## config.mk

```make
export PLATFORM = sky130hd
export DESIGN_NAME = mc_control_fsm
export DESIGN_NICKNAME = d
export VERILOG_FILES = /design/src/rtl/mc_control_fsm.sv
export SDC_FILE = /design/constraint.sdc
export NUM_CORES = 1
export LEC_CHECK = 0
export ABC_AREA = 1
export CORE_MARGIN = 4
export CORE_UTILIZATION = 43
export CTS_BUF_LIST = sky130_fd_sc_hd__clkbuf_16
export CTS_CLUSTER_DIAMETER = 120
export DETAILED_ROUTE_END_ITERATION = 12
export HOLD_SLACK_MARGIN = 0.1
export MAX_ROUTING_LAYER = met4
export PLACE_DENSITY = 0.9
export SLEW_MARGIN = 25
export SYNTH_ARGS = -nofsm -noshare
export SYNTH_HDL_FRONTEND = slang
export SYNTH_SLANG_ARGS = --single-unit
export TNS_END_PERCENT = 100
```

## constraint.sdc

```tcl
create_clock -name clk -period 1.7 [get_ports clk]
set_input_delay 0.51 -clock clk [delete_from_list [all_inputs] [get_ports clk]]
set_output_delay 0.51 -clock clk [all_outputs]
set_load 0.03 [all_outputs]
```

## src/rtl/mc_control_fsm.sv

```systemverilog
// rtl/mc_control_fsm.sv - multi-cycle CPU control state machine
//
// Purpose: sequences fetch, decode, execute, memory and write-back for a
// small MIPS-like instruction set and drives the datapath control lines.
//
// Ports:
//   clk, RST (sync, active-low)
//   opcode      - instruction opcode, latched in IF
//   zero        - ALU zero flag (branch decision)
//   imem_ready  - instruction fetch complete
//   dmem_ready  - data access complete
//   PCWre, PCSrc, IRWre, ALUSrcB, ExtSel, ALUOp, RegWre, RegOut,
//   WrRegData, ALUM2Reg, DataMemEn, DataMemRW - datapath controls
//   state       - current state (debug)
//   halted      - in HALT state
//   illegal     - sticky, undefined opcode decoded
module mc_control_fsm #(
  parameter int ALUOP_W   = 3,
  parameter bit HANDSHAKE = 1
) (
  input  logic               clk,
  input  logic               RST,
  input  logic [5:0]         opcode,
  input  logic               zero,
  input  logic               imem_ready,
  input  logic               dmem_ready,
  output logic               PCWre,
  output logic [1:0]         PCSrc,
  output logic               IRWre,
  output logic               ALUSrcB,
  output logic [1:0]         ExtSel,
  output logic [ALUOP_W-1:0] ALUOp,
  output logic               RegWre,
  output logic [1:0]         RegOut,
  output logic               WrRegData,
  output logic               ALUM2Reg,
  output logic               DataMemEn,
  output logic               DataMemRW,
  output logic [3:0]         state,
  output logic               halted,
  output logic               illegal
);

  localparam logic [3:0] S_IF    = 4'd0;
  localparam logic [3:0] S_ID    = 4'd1;
  localparam logic [3:0] S_EXE_R = 4'd2;
  localparam logic [3:0] S_WB_R  = 4'd3;
  localparam logic [3:0] S_EXE_B = 4'd4;
  localparam logic [3:0] S_EXE_M = 4'd5;
  localparam logic [3:0] S_MEM   = 4'd6;
  localparam logic [3:0] S_WB_L  = 4'd7;
  localparam logic [3:0] S_HALT  = 4'd8;

  localparam logic [5:0] OP_ADD  = 6'b000000;
  localparam logic [5:0] OP_SUB  = 6'b000001;
  localparam logic [5:0] OP_ADDI = 6'b000010;
  localparam logic [5:0] OP_OR   = 6'b010000;
  localparam logic [5:0] OP_AND  = 6'b010001;
  localparam logic [5:0] OP_ORI  = 6'b010010;
  localparam logic [5:0] OP_SLL  = 6'b011000;
  localparam logic [5:0] OP_MOVE = 6'b100000;
  localparam logic [5:0] OP_SLT  = 6'b100111;
  localparam logic [5:0] OP_SW   = 6'b110000;
  localparam logic [5:0] OP_LW   = 6'b110001;
  localparam logic [5:0] OP_BEQ  = 6'b110100;
  localparam logic [5:0] OP_J    = 6'b111000;
  localparam logic [5:0] OP_JR   = 6'b111001;
  localparam logic [5:0] OP_JAL  = 6'b111010;
  localparam logic [5:0] OP_HALT = 6'b111111;

  logic [5:0] op_q;
  logic       i_rdy;
  logic       d_rdy;

  // With the handshake disabled the memories are assumed single-cycle.
  assign i_rdy = HANDSHAKE ? imem_ready : 1'b1;
  assign d_rdy = HANDSHAKE ? dmem_ready : 1'b1;

  // ALU instruction table, decoded from the latched opcode.
  logic       is_alu;
  logic [2:0] alu_op;
  logic       alu_srcb;
  logic [1:0] alu_ext;
  logic [1:0] alu_regout;

  always_comb begin
    is_alu     = 1'b1;
    alu_op     = 3'b000;
    alu_srcb   = 1'b0;
    alu_ext    = 2'b00;
    alu_regout = 2'b10;
    case (op_q)
      OP_ADD:  alu_op = 3'b000;
      OP_SUB:  alu_op = 3'b001;
      OP_ADDI: begin alu_op = 3'b000; alu_srcb = 1'b1; alu_ext = 2'b10; alu_regout = 2'b01; end
      OP_OR:   alu_op = 3'b101;
      OP_AND:  alu_op = 3'b110;
      OP_ORI:  begin alu_op = 3'b101; alu_srcb = 1'b1; alu_ext = 2'b01; alu_regout = 2'b01; end
      OP_SLL:  begin alu_op = 3'b100; alu_srcb = 1'b1; end
      OP_MOVE: alu_op = 3'b000;
      OP_SLT:  alu_op = 3'b010;
      default: begin is_alu = 1'b0; alu_regout = 2'b00; end
    endcase
  end

  always_ff @(posedge clk) begin
    if (!RST) begin
      state   <= S_IF;
      op_q    <= 6'd0;
      illegal <= 1'b0;
    end else begin
      case (state)
        S_IF: begin
          if (i_rdy) begin
            op_q  <= opcode;
            state <= S_ID;
          end
        end
        S_ID: begin
          if (is_alu) begin
            state <= S_EXE_R;
          end else begin
            case (op_q)
              OP_BEQ:              state <= S_EXE_B;
              OP_SW, OP_LW:        state <= S_EXE_M;
              OP_J, OP_JR, OP_JAL: state <= S_IF;
              OP_HALT:             state <= S_HALT;
              default: begin
                // Undefined opcode: flag it and retire as a no-op.
                illegal <= 1'b1;
                state   <= S_IF;
              end
            endcase
          end
        end
        S_EXE_R: state <= S_WB_R;
        S_WB_R:  state <= S_IF;
        S_EXE_B: state <= S_IF;
        S_EXE_M: state <= S_MEM;
        S_MEM: begin
          if (d_rdy) state <= (op_q == OP_LW) ? S_WB_L : S_IF;
        end
        S_WB_L:  state <= S_IF;
        S_HALT:  state <= S_HALT;
        default: state <= S_IF;
      endcase
    end
  end

  assign halted = (state == S_HALT);

  always_comb begin
    PCWre     = 1'b0;
    PCSrc     = 2'b00;
    IRWre     = 1'b0;
    ALUSrcB   = 1'b0;
    ExtSel    = 2'b00;
    ALUOp     = '0;
    RegWre    = 1'b0;
    RegOut    = 2'b00;
    WrRegData = 1'b0;
    ALUM2Reg  = 1'b0;
    DataMemEn = 1'b0;
    DataMemRW = 1'b0;
    case (state)
      S_IF: begin
        IRWre = i_rdy;
        PCWre = i_rdy;
      end
      S_ID: begin
        case (op_q)
          OP_J:  begin PCWre = 1'b1; PCSrc = 2'b11; end
          OP_JR: begin PCWre = 1'b1; PCSrc = 2'b10; end
          OP_JAL: begin
            // Link to $31 with PC+4 as the write data.
            PCWre  = 1'b1;
            PCSrc  = 2'b11;
            RegWre = 1'b1;
          end
          default: ;
        endcase
      end
      S_EXE_R: begin
        ALUOp   = ALUOP_W'(alu_op);
        ALUSrcB = alu_srcb;
        ExtSel  = alu_ext;
      end
      S_WB_R: begin
        ALUOp     = ALUOP_W'(alu_op);
        ALUSrcB   = alu_srcb;
        ExtSel    = alu_ext;
        RegWre    = 1'b1;
        WrRegData = 1'b1;
        RegOut    = alu_regout;
      end
      S_EXE_B: begin
        ExtSel = 2'b10;
        ALUOp  = ALUOP_W'(3'b111);
        PCWre  = zero;
        PCSrc  = {1'b0, zero};
      end
      S_EXE_M: begin
        ALUSrcB = 1'b1;
        ExtSel  = 2'b10;
      end
      S_MEM: begin
        ALUSrcB   = 1'b1;
        ExtSel    = 2'b10;
        DataMemEn = 1'b1;
        DataMemRW = (op_q == OP_SW);
      end
      S_WB_L: begin
        RegWre    = 1'b1;
        ALUM2Reg  = 1'b1;
        WrRegData = 1'b1;
        RegOut    = 2'b01;
      end
      default: ;
    endcase
    // Nothing may be written while reset is held, whatever the state.
    if (!RST) begin
      PCWre     = 1'b0;
      IRWre     = 1'b0;
      RegWre    = 1'b0;
      DataMemEn = 1'b0;
      DataMemRW = 1'b0;
    end
  end

endmodule

```

==> results_tabular.tex, run 1 <==
\begin{tabular}{lr}
\hline
Metric & Value \\
\hline
\multicolumn{2}{l}{\textbf{Status}} \\
Run status & stopped before the end \\
Stage at which the flow ended & 4\_1\_cts \\
Error Message & [ERROR DPL-0038] Utilization greater than 100\%, impossible to legalize \\
\multicolumn{2}{l}{\textbf{Clocking}} \\
Post-CTS Hold Buffers & 0 \\
Setup repair bufs after CTS & 11 \\
Number of cells upsized or downsized after cts & 75 \\
CTS H-Tree Depth & 1 \\
Num CTS Buffers & 3 \\
CTS Sinks & 11 \\
Clk Tree Root Cell & clkbuf\_16 \\
Maximum number of buffers from clock root to sink & 2 \\
\multicolumn{2}{l}{\textbf{Floorplan}} \\
Number of ports placed on the die boundary & 34 \\
Horizontal die dimension & $\sim$54 um \\
Starting density of the core & 45.8\% \\
Row cnt & 16 \\
Die boundary height & 54.0 um \\
\multicolumn{2}{l}{\textbf{Placement}} \\
Placed wire-length estimate after detailed placement & just under 3000 um \\
Worst slack at placement & -0.396 ns \\
Cell Area, Placed & 1620 um\^{}2 \\
Count of input and output buffers & 33 \\
Cell total after placement & 231 \\
Final weighted congestion in routability-driven placement & 0.881 \\
\multicolumn{2}{l}{\textbf{Logic synthesis}} \\
FF+latch count, synth & 11 \\
Asr flop ratio synth & 0\% \\
Mapped cell area & 908 um\^{}2 \\
Distinct cell type count after synthesis & 27 \\
Synthesized instance count & 143 \\
Synth warnings & 0 \\
Synth Net Count & 154 \\
Seq/Total Area, Yosys & 24.2\% \\
Mean cell area of the mapped netlist & $\sim$6.4 um\^{}2 \\
Top FF cell, synth & dfxtp\_1 \\
Number of enable-type register cells in the synthesized netlist & 0 \\
\hline
\end{tabular}
## cell usage after synthesis, types with 3 or more instances
cell type / n / share of area (%)
a21oi_1: 10 / 5.5
a21oi_2: 3 / 2.9
dfxtp_1: 11 / 24
inv_1: 14 / 5.8
inv_2: 9 / 3.7
nand2_1: 21 / 8.7
nand2_2: 7 / 4.8
nand3_1: 9 / 5.0
nor2_1: 17 / 7.0
nor2_2: 7 / 4.8
nor2_4: 4 / 5.0
nor3_1: 4 / 2.2
o21ai_0: 9 / 5.0
## stage by stage
step / hold slack, ns / TNS [ns]
2_1_floorplan: 0.497 / 0
3_3_place_gp: 0.449 / -2.39
3_5_place_dp: 0.462 / -3.09
## kinds of logic after synthesis
logic type	count (synthesis)	synth area share [%]
AO/OA/AOI/OAI	30	20.0
flip-flops	11	24.2
buffers and inverters	25	10.5
AND/OR/NAND/NOR	77	45.3
==> run 2: changes to the inputs <==
Settings changed: CORE_AREA from default to 4 4 65 67, CORE_MARGIN 4 to default, CORE_UTILIZATION 43 to default, CTS_BUF_LIST sky130_fd_sc_hd__clkbuf_16 to default, CTS_CLUSTER_DIAMETER 120 to default, DIE_AREA from default to 0 0 69 71, HOLD_SLACK_MARGIN 0.1 to default, MAX_ROUTING_LAYER met4 to default, PLACE_DENSITY 0.9 to default, PLACE_DENSITY_LB_ADDON from default to 0.15.
==> run 2 against run 1 <==
The flow now finishes, with violations (negative setup slack). Synthesized area unchanged. Synthesized cell count unchanged.
==> results_tabular.tex, run 2 <==
\begin{tabular}{lr}
\hline
Metric & Value \\
\hline
\multicolumn{2}{l}{\textbf{Global route}} \\
Vias in the first global route & 1219 \\
Initial antenna violation count & 0 \\
Overflow left after global routing & 0 \\
Total routing resource utilization after global routing & 14.0\% \\
Pin count of the biggest net entering global routing & 13 \\
First-pass GRT wire length & roughly 5600 um \\
\multicolumn{2}{l}{\textbf{Cells and area}} \\
Inserted Diodes & 0 \\
Final Util & 57.8\% \\
Top library cells by usage in the layout, fill and taps aside & buf\_4, buf\_6, nor2\_4 \\
Synthesis-to-finish area growth & 131\% \\
Fill cell total of the finished layout & 348 \\
Register name with the most flops & op\_q \\
Most common cell after layout, fill and taps aside & buf\_4 \\
Flip-flop count of the largest register after layout & 6 \\
Largest registers ranked by flip-flop count & op\_q x6, state x4, illegal x1 \\
Fraction of final layout cells sized beyond drive strength 1 & 69.0\% \\
Number of nets at the end of the flow & roughly 240 \\
Footprint of the multi-input gates & 907 um\^{}2 \\
Area taken by flip-flops and latches & $\sim$260 um\^{}2 \\
Summed area of non-filler cells in the final layout & 2100 um\^{}2 \\
\multicolumn{2}{l}{\textbf{Logic synthesis}} \\
Synthesized-area fraction occupied by adder cells & 0\% (unchanged) \\
Synth warnings & 0 (unchanged) \\
Post-synthesis cell type with the largest combined area & dfxtp\_1 \\
Area fraction in compound gates after synthesis & 20.0\% (unchanged) \\
Synthesized instance count & 143 (unchanged) \\
Share of cell area taken by muxes after synthesis & 0\% (unchanged) \\
Top FF cell, synth & dfxtp\_1 \\
Synth Net Count & 154 (unchanged) \\
Top cells by instance count after synthesis & nand2\_1, nor2\_1, inv\_1 \\
Main combinational cell family by area after synthesis & simple AND/OR/NAND/NOR gates \\
Most common cell in the netlist & nand2\_1 \\
Area fraction of the dominant cell type after synthesis & 24.2\% (unchanged) \\
Xor and xnor area share after synthesis & 0\% (unchanged) \\
Simple-Gate Fraction of Synth Area & 45.3\% (unchanged) \\
Asr flop ratio synth & 0\% (unchanged) \\
Mapped cell area & 908 um\^{}2 (unchanged) \\
Number of enable-type register cells in the synthesized netlist & 0 (unchanged) \\
Distinct cell type count after synthesis & 27 (unchanged) \\
Main area contributors after synthesis & dfxtp\_1, nand2\_1, nor2\_1, inv\_1, a21oi\_1 \\
Seq/Total Area, Yosys & 24.2\% (unchanged) \\
Mean cell area of the mapped netlist & 6.35 um\^{}2 (unchanged) \\
FF+latch count, synth & 11 (unchanged) \\
\multicolumn{2}{l}{\textbf{Worst setup path}} \\
Setup slack, reg-to-reg & 0.19 ns \\
Endpoint of the worst-slack reg-to-reg timing path & state[1] \\
Capturing element type of the critical path & output pin \\
CP max stage cell & dfxtp\_4 \\
Worst Reg2Reg Path Length in Cells & 10 \\
Crit Path Class & reg2out \\
Crit path max fanout & 5 \\
Crit path buffers/inverters & 2 \\
Required time worst endpoint & 1.19 ns \\
R2r startpoint & op\_q[3] \\
Startpoint type of the worst setup path & flip-flop \\
Worst path top cell family by delay & compound AO/OA/AOI/OAI gates \\
Data arrival time of the worst path & 1.45 ns \\
Worst path cell trace & buf\_4 -> nand2\_4 -> a211oi\_4 -> nand2\_2 -> a31oi\_4 -> buf\_6 \\
Worst path max stage delay & approximately 0.36 ns \\
\multicolumn{2}{l}{\textbf{Timing}} \\
Worst slew pin tran & 0.498 ns \\
Fmax achieved & 509 MHz \\
Final period utilization & 115\% \\
RSZ-0062 raised after global routing & true \\
Final hold violations & 0 \\
Setup-failing EPs final & 15 \\
Final critical-path setup slack & -0.263 ns \\
Final Slew Violations & 0 \\
Post-route minimum period & about 2 ns \\
Setup skew after layout & approximately 0.00095 ns \\
Remaining max-slew budget at the tightest pin & 66.5\% \\
Setup tns final & -2.75 ns \\
\multicolumn{2}{l}{\textbf{Drt}} \\
Drt drc & 0 \\
TritonRoute pass-1 iters & 4 \\
First DRT Iteration DRCs & 18 \\
Routed WL per cell & 12.0 um \\
Post-DR vias/cell & 4.55 \\
Via count of the routed design & 1246 \\
Routed wire length & about 3300 um \\
Count of antenna-violating nets left after detailed routing & 0 \\
\multicolumn{2}{l}{\textbf{Clocking}} \\
CTS H-Tree Depth & 1 (unchanged) \\
Clock transition at the register clock pins on the worst setup and hold paths after CTS & 0.05 ns \\
Num CTS Buffers & 3 (unchanged) \\
Clock latency reported for the late side of the worst-skew pair & 0.24 ns \\
Clk Tree Root Cell & clkbuf\_8 \\
Maximum number of buffers from clock root to sink & 2 (unchanged) \\
CTS Sinks & 11 (unchanged) \\
Clock tree from TritonCTS & done \\
\multicolumn{2}{l}{\textbf{Placement}} \\
Worst slack at placement & -0.405 ns (-0.00913 ns) \\
Count of input and output buffers & 33 (unchanged) \\
Cell Area, Placed & 1690 um\^{}2 (+4.6\%) \\
Final weighted congestion in routability-driven placement & 0.856 (-2.8\%) \\
Placed wire-length estimate after detailed placement & 2660 um (-10\%) \\
\multicolumn{2}{l}{\textbf{Pwr}} \\
Worst vdd rail ir drop & 0.475 mV \\
Final total power & $\sim$1.1 mW \\
Leakage power of the design & 0.949 nW \\
Areal power density over the cells & 529 nW/um\^{}2 \\
\multicolumn{2}{l}{\textbf{Job}} \\
Max-Cap Viols & 0 \\
\multicolumn{2}{l}{\textbf{Hold path}} \\
Type of the tightest min-delay check & reg2reg \\
Capture endpoint of the worst hold path & illegal \\
Hold Path Origin & illegal \\
Hold path cells & 2 \\
\multicolumn{2}{l}{\textbf{Floorplan}} \\
Horizontal die dimension & 69 um (+28\%) \\
Die boundary height & 71 um (+32\%) \\
Row cnt & 22 (+6) \\
Area inside the core boundary & 3630 um\^{}2 \\
Total Die Area & 4900 um\^{}2 \\
Starting density of the core & 25.0\% (-21 points) \\
Number of ports placed on the die boundary & 34 (unchanged) \\
\multicolumn{2}{l}{\textbf{Status}} \\
Violated checks & negative setup slack \\
Run status & finished with violations \\
\hline
\end{tabular}
-- run 2: cell counts after synthesis --
Identical to the previous run, type by type.
-- run 2: power breakdown --
group          internal, mW  switching (mW)
Combinational         0.245           0.278
Clock                 0.165           0.105
Sequential            0.280          0.0374
Total                 0.690           0.420
-- run 2: worst max-delay path by stage --
stage	from	to	cells past startpoint
2_1_floorplan	op_q[3]	PCWre	6
4_1_cts	op_q[2]	ALUOp[0]	7
6_report	op_q[4]	PCWre	6
5_1_grt	op_q[3]	RegOut[1]	7
3_3_place_gp	RST	DataMemEn	5
3_5_place_dp	RST	DataMemEn	5
-- run 2: repair_timing --
action / 4_1_cts / 5_1_grt
setup buffers: 5 / 6
endpoints found under the setup margin: 21 / 18
hold buffers: 0 / 0
endpoints found under the hold margin: 0 / 0
pin swaps: 12 / 16
resized for setup: 71 / 24
-- run 2: cell type report --
| type | instances | area share [%] |
|---|---|---|
| multi-input combinational | 107 | 43.2 |
| sequential | 11 | 12.3 |
| tap | 48 | 2.86 |
| inverter | 24 | 5.01 |
| timing repair buffer | 80 | 34.5 |
| clock buffer | 4 | 2.15 |
-- run 2: metrics by stage --
stage | instances | hold slack (ns)
6_report | 274 | 0.456
5_1_grt | 274 | 0.483
4_1_cts | 269 | 0.460
3_5_place_dp | 260 | 0.456
3_3_place_gp | 260 | 0.451
2_1_floorplan | 143 | 0.497
-- run 2: kinds of logic (layout without fill, tap and decap cells) --
family	after synthesis	in the layout
buf+inv	25	108
simple gates	77	77
compound gates	30	30
flops	11	11
-- run 2: tightest hold or removal path, stage by stage, from the launching register on --
cell     delay (ns)
dfxtp_1        0.30
inv_1          0.06
a21oi_2        0.05
-- run 2: routing by layer --
layer  global-route usage, %  part of all wire [%]  vias to the layer above  wire length, um
li1                        -                     -                      644                -
met3                    1.85                   3.4                        4              112
met2                    25.1                    50                       24             1660
met4                    5.21                   1.4                        0               45
met1                    16.9                    45                      574             1480
met5                       0                     0                        -                0
Note: power is estimated with default switching activity, not from simulation.
==> run 3: changes to the inputs <==
Settings changed: REMOVE_ABC_BUFFERS from default to 1.
==> run 3 against run 2 <==
Maximum frequency shrank 3.0%. Combinational power shrank 4.6%. The run still ends with negative setup slack left. Sequential power is essentially flat.
==> results_tabular.tex, run 3 (same netlist as run 2, synthesis figures left out) <==
\begin{tabular}{lr}
\hline
Metric & Value \\
\hline
\multicolumn{2}{l}{\textbf{Status}} \\
Run status & finished with violations \\
Violated checks & negative setup slack \\
\multicolumn{2}{l}{\textbf{Pwr}} \\
Psw & 0.400 mW (-4.7\%) \\
Leakage power of the design & 0.987 nW (+4.1\%) \\
Worst vdd rail ir drop & 0.494 mV (+4.0\%) \\
Combinational cell fraction of total power & 46.0\% (-1.1 points) \\
Pint & 0.686 mW (-0.64\%) \\
Relative contribution of sequential cells to total power & 29.5\% (+0.9 points) \\
Share of power burned in the clock network & 24.5\% (+0.2 points) \\
Areal power density over the cells & 517 nW/um\^{}2 (-2.2\%) \\
Switch share & 36.9\% (-0.98 points) \\
\multicolumn{2}{l}{\textbf{Clocking}} \\
Num CTS Buffers & 3 (unchanged) \\
Maximum number of buffers from clock root to sink & 2 (unchanged) \\
CTS Sinks & 11 (unchanged) \\
Clk Tree Root Cell & clkbuf\_8 \\
Clock tree from TritonCTS & done \\
Post-CTS Hold Buffers & 0 (unchanged) \\
Clock latency reported for the late side of the worst-skew pair & 0.24 ns (about the same) \\
CTS H-Tree Depth & 1 (unchanged) \\
Clock transition at the register clock pins on the worst setup and hold paths after CTS & 0.05 ns (about the same) \\
\multicolumn{2}{l}{\textbf{Global route}} \\
Vias in the first global route & 1262 (+3.5\%) \\
First-pass GRT wire length & 5660 um (+0.85\%) \\
Total routing resource utilization after global routing & 13.7\% (-0.31 points) \\
Initial antenna violation count & 0 (unchanged) \\
Pin count of the biggest net entering global routing & 13 (unchanged) \\
Overflow left after global routing & 0 (unchanged) \\
\multicolumn{2}{l}{\textbf{Cells and area}} \\
Register name with the most flops & op\_q \\
Synthesis-to-finish area growth & 131\% (unchanged) \\
Most common cell after layout, fill and taps aside & buf\_4 \\
Fraction of final layout cells sized beyond drive strength 1 & 68.8\% (-0.28 points) \\
Inserted Diodes & 0 (unchanged) \\
Top library cells by usage in the layout, fill and taps aside & buf\_4, buf\_6, nand2\_1 \\
Final std cells w/o fill & 288 (+5.1\%) \\
Fill cell total of the finished layout & 340 (-2.3\%) \\
Number of nets at the end of the flow & 252 (+5.9\%) \\
Largest registers ranked by flip-flop count & op\_q x6, state x4, illegal x1 \\
Flip-flop count of the largest register after layout & 6 (unchanged) \\
\multicolumn{2}{l}{\textbf{Drt}} \\
First DRT Iteration DRCs & 37 (+19) \\
Routed WL per cell & 11.8 um (-2.1\%) \\
Routed wire length & 3390 um (+2.9\%) \\
TritonRoute pass-1 iters & 4 (unchanged) \\
Count of antenna-violating nets left after detailed routing & 0 (unchanged) \\
Drt drc & 0 (unchanged) \\
Via count of the routed design & 1265 (+1.5\%) \\
Post-DR vias/cell & 4.39 (-3.4\%) \\
\multicolumn{2}{l}{\textbf{Job}} \\
Max-Cap Viols & 0 (unchanged) \\
\multicolumn{2}{l}{\textbf{Worst setup path}} \\
Crit path buffers/inverters & 4 (+2) \\
Startpoint type of the worst setup path & flip-flop \\
Worst path cell trace & buf\_6 -> inv\_4 -> nor2\_4 -> buf\_4 -> nand3\_2 -> nand2\_1 -> nor2\_2 -> nor3\_2 -> buf\_4 \\
Data arrival time of the worst path & 1.51 ns (+0.06 ns) \\
Capturing element type of the critical path & output pin \\
First element of the critical path & op\_q[3] \\
Required time worst endpoint & 1.19 ns (about the same) \\
Cell repeated most along the worst path & buf\_4 \\
Worst Reg2Reg Path Length in Cells & 12 (+2) \\
CP max stage cell & dfxtp\_2 \\
R2r startpoint & op\_q[3] \\
Worst path top cell family by delay & buffers and inverters \\
Worst path max stage delay & 0.33 ns (-0.03 ns) \\
Crit path max fanout & 3 (-2) \\
Stages on the worst setup path & 9 (+3) \\
Crit Path Class & reg2out \\
\multicolumn{2}{l}{\textbf{Placement}} \\
Final weighted congestion in routability-driven placement & 0.864 (+0.86\%) \\
Count of input and output buffers & 33 (unchanged) \\
Worst slack at placement & -0.422 ns (-0.0171 ns) \\
Placed wire-length estimate after detailed placement & 2560 um (-3.6\%) \\
Cell total after placement & 270 (+3.8\%) \\
\multicolumn{2}{l}{\textbf{Timing}} \\
Final Slew Violations & 0 (unchanged) \\
Post-route minimum period & 2.02 ns (+0.0598 ns) \\
Final hold violations & 0 (unchanged) \\
Final critical-path setup slack & -0.323 ns (-0.0598 ns) \\
Setup-failing EPs final & 14 (-1) \\
Setup skew after layout & 0.00507 ns (+0.00412 ns) \\
Worst slew pin tran & 0.421 ns (-0.0774 ns) \\
Fmax achieved & 494 MHz (-3.0\%) \\
RSZ-0062 raised after global routing & true \\
Setup tns final & -3.55 ns (-0.804 ns) \\
Final period utilization & 119\% (+3.5 points) \\
Remaining max-slew budget at the tightest pin & 71.7\% (+5.2 points) \\
\multicolumn{2}{l}{\textbf{Hold path}} \\
Type of the tightest min-delay check & reg2reg \\
Hold Path Origin & illegal \\
Hold path cells & 2 (unchanged) \\
\multicolumn{2}{l}{\textbf{Floorplan}} \\
Starting density of the core & 25.0\% (unchanged) \\
Total Die Area & 4900 um\^{}2 (unchanged) \\
Die boundary height & 71 um (unchanged) \\
Horizontal die dimension & 69 um (unchanged) \\
Number of ports placed on the die boundary & 34 (unchanged) \\
Row cnt & 22 (unchanged) \\
Area inside the core boundary & 3630 um\^{}2 (unchanged) \\
\hline
\end{tabular}
## run 3: power groups by stage
stage / Clock (mW) / Sequential [mW] / Combinational (mW)
floorplan: 0 / 0.330 / 0.178
global placement: 0 / 0.315 / 0.387
detailed placement: 0 / 0.316 / 0.390
CTS: 0.274 / 0.319 / 0.437
global route: 0.288 / 0.325 / 0.540
finish: 0.266 / 0.320 / 0.499
## run 3: metal layers
layer	routed length [um]	share of wire [%]	GRT usage (%)
met4	46	1.4	3.25
met3	185	5.5	2.98
met1	1490	44	17.2
met5	0	0	0
met2	1670	49	23.7
## run 3: cell type report
| class | instances | area [um^2] | area share [%] |
|---|---|---|---|
| clock buffer | 4 | 45.0 | 2.15 |
| inverter | 24 | 96.3 | 4.59 |
| tap | 48 | 60.1 | 2.86 |
| sequential | 11 | 248 | 11.8 |
| multi-input combinational | 107 | 815 | 38.8 |
| timing repair buffer | 94 | 836 | 39.8 |
## run 3: metrics by stage
stage,cell area (um^2),hold WS (ns),power [mW],util (%)
5_1_grt,2100,0.489,1.15,57.8
3_3_place_gp,1600,0.458,0.703,43.9
4_1_cts,1880,0.463,1.03,51.8
6_report,2100,0.462,1.09,57.8
2_1_floorplan,903,0.496,0.508,-
3_5_place_dp,1600,0.453,0.706,43.9
## run 3: final timing paths
| kind | end | slack, ns |
|---|---|---|
| worst max-delay path | RegOut[1] | -0.32 |
| worst min-delay path | illegal | 0.46 |
| worst max register to register | state[1] | 0.02 |
| worst min register to register | illegal | 0.46 |
## run 3: what timing repair did
| item | 4_1_cts | 5_1_grt |
|---|---|---|
| gates resized for setup | 63 | 45 |
| endpoints found under the setup margin | 19 | 17 |
| gates cloned | 0 | 0 |
| pin swaps | 15 | 15 |
| setup buffers | 7 | 9 |
## run 3: worst reg2reg max path, stage by stage (launching register included)
cell     delay [ns]
dfxtp_2        0.33
buf_6          0.11
nor2_4         0.14
and3_4         0.24
nand2_4        0.09
buf_4          0.14
buf_4          0.12
buf_4          0.13
nand2_4        0.07
nand2_2        0.05
nand2_2        0.05
nand2_2        0.05
a21oi_2        0.09
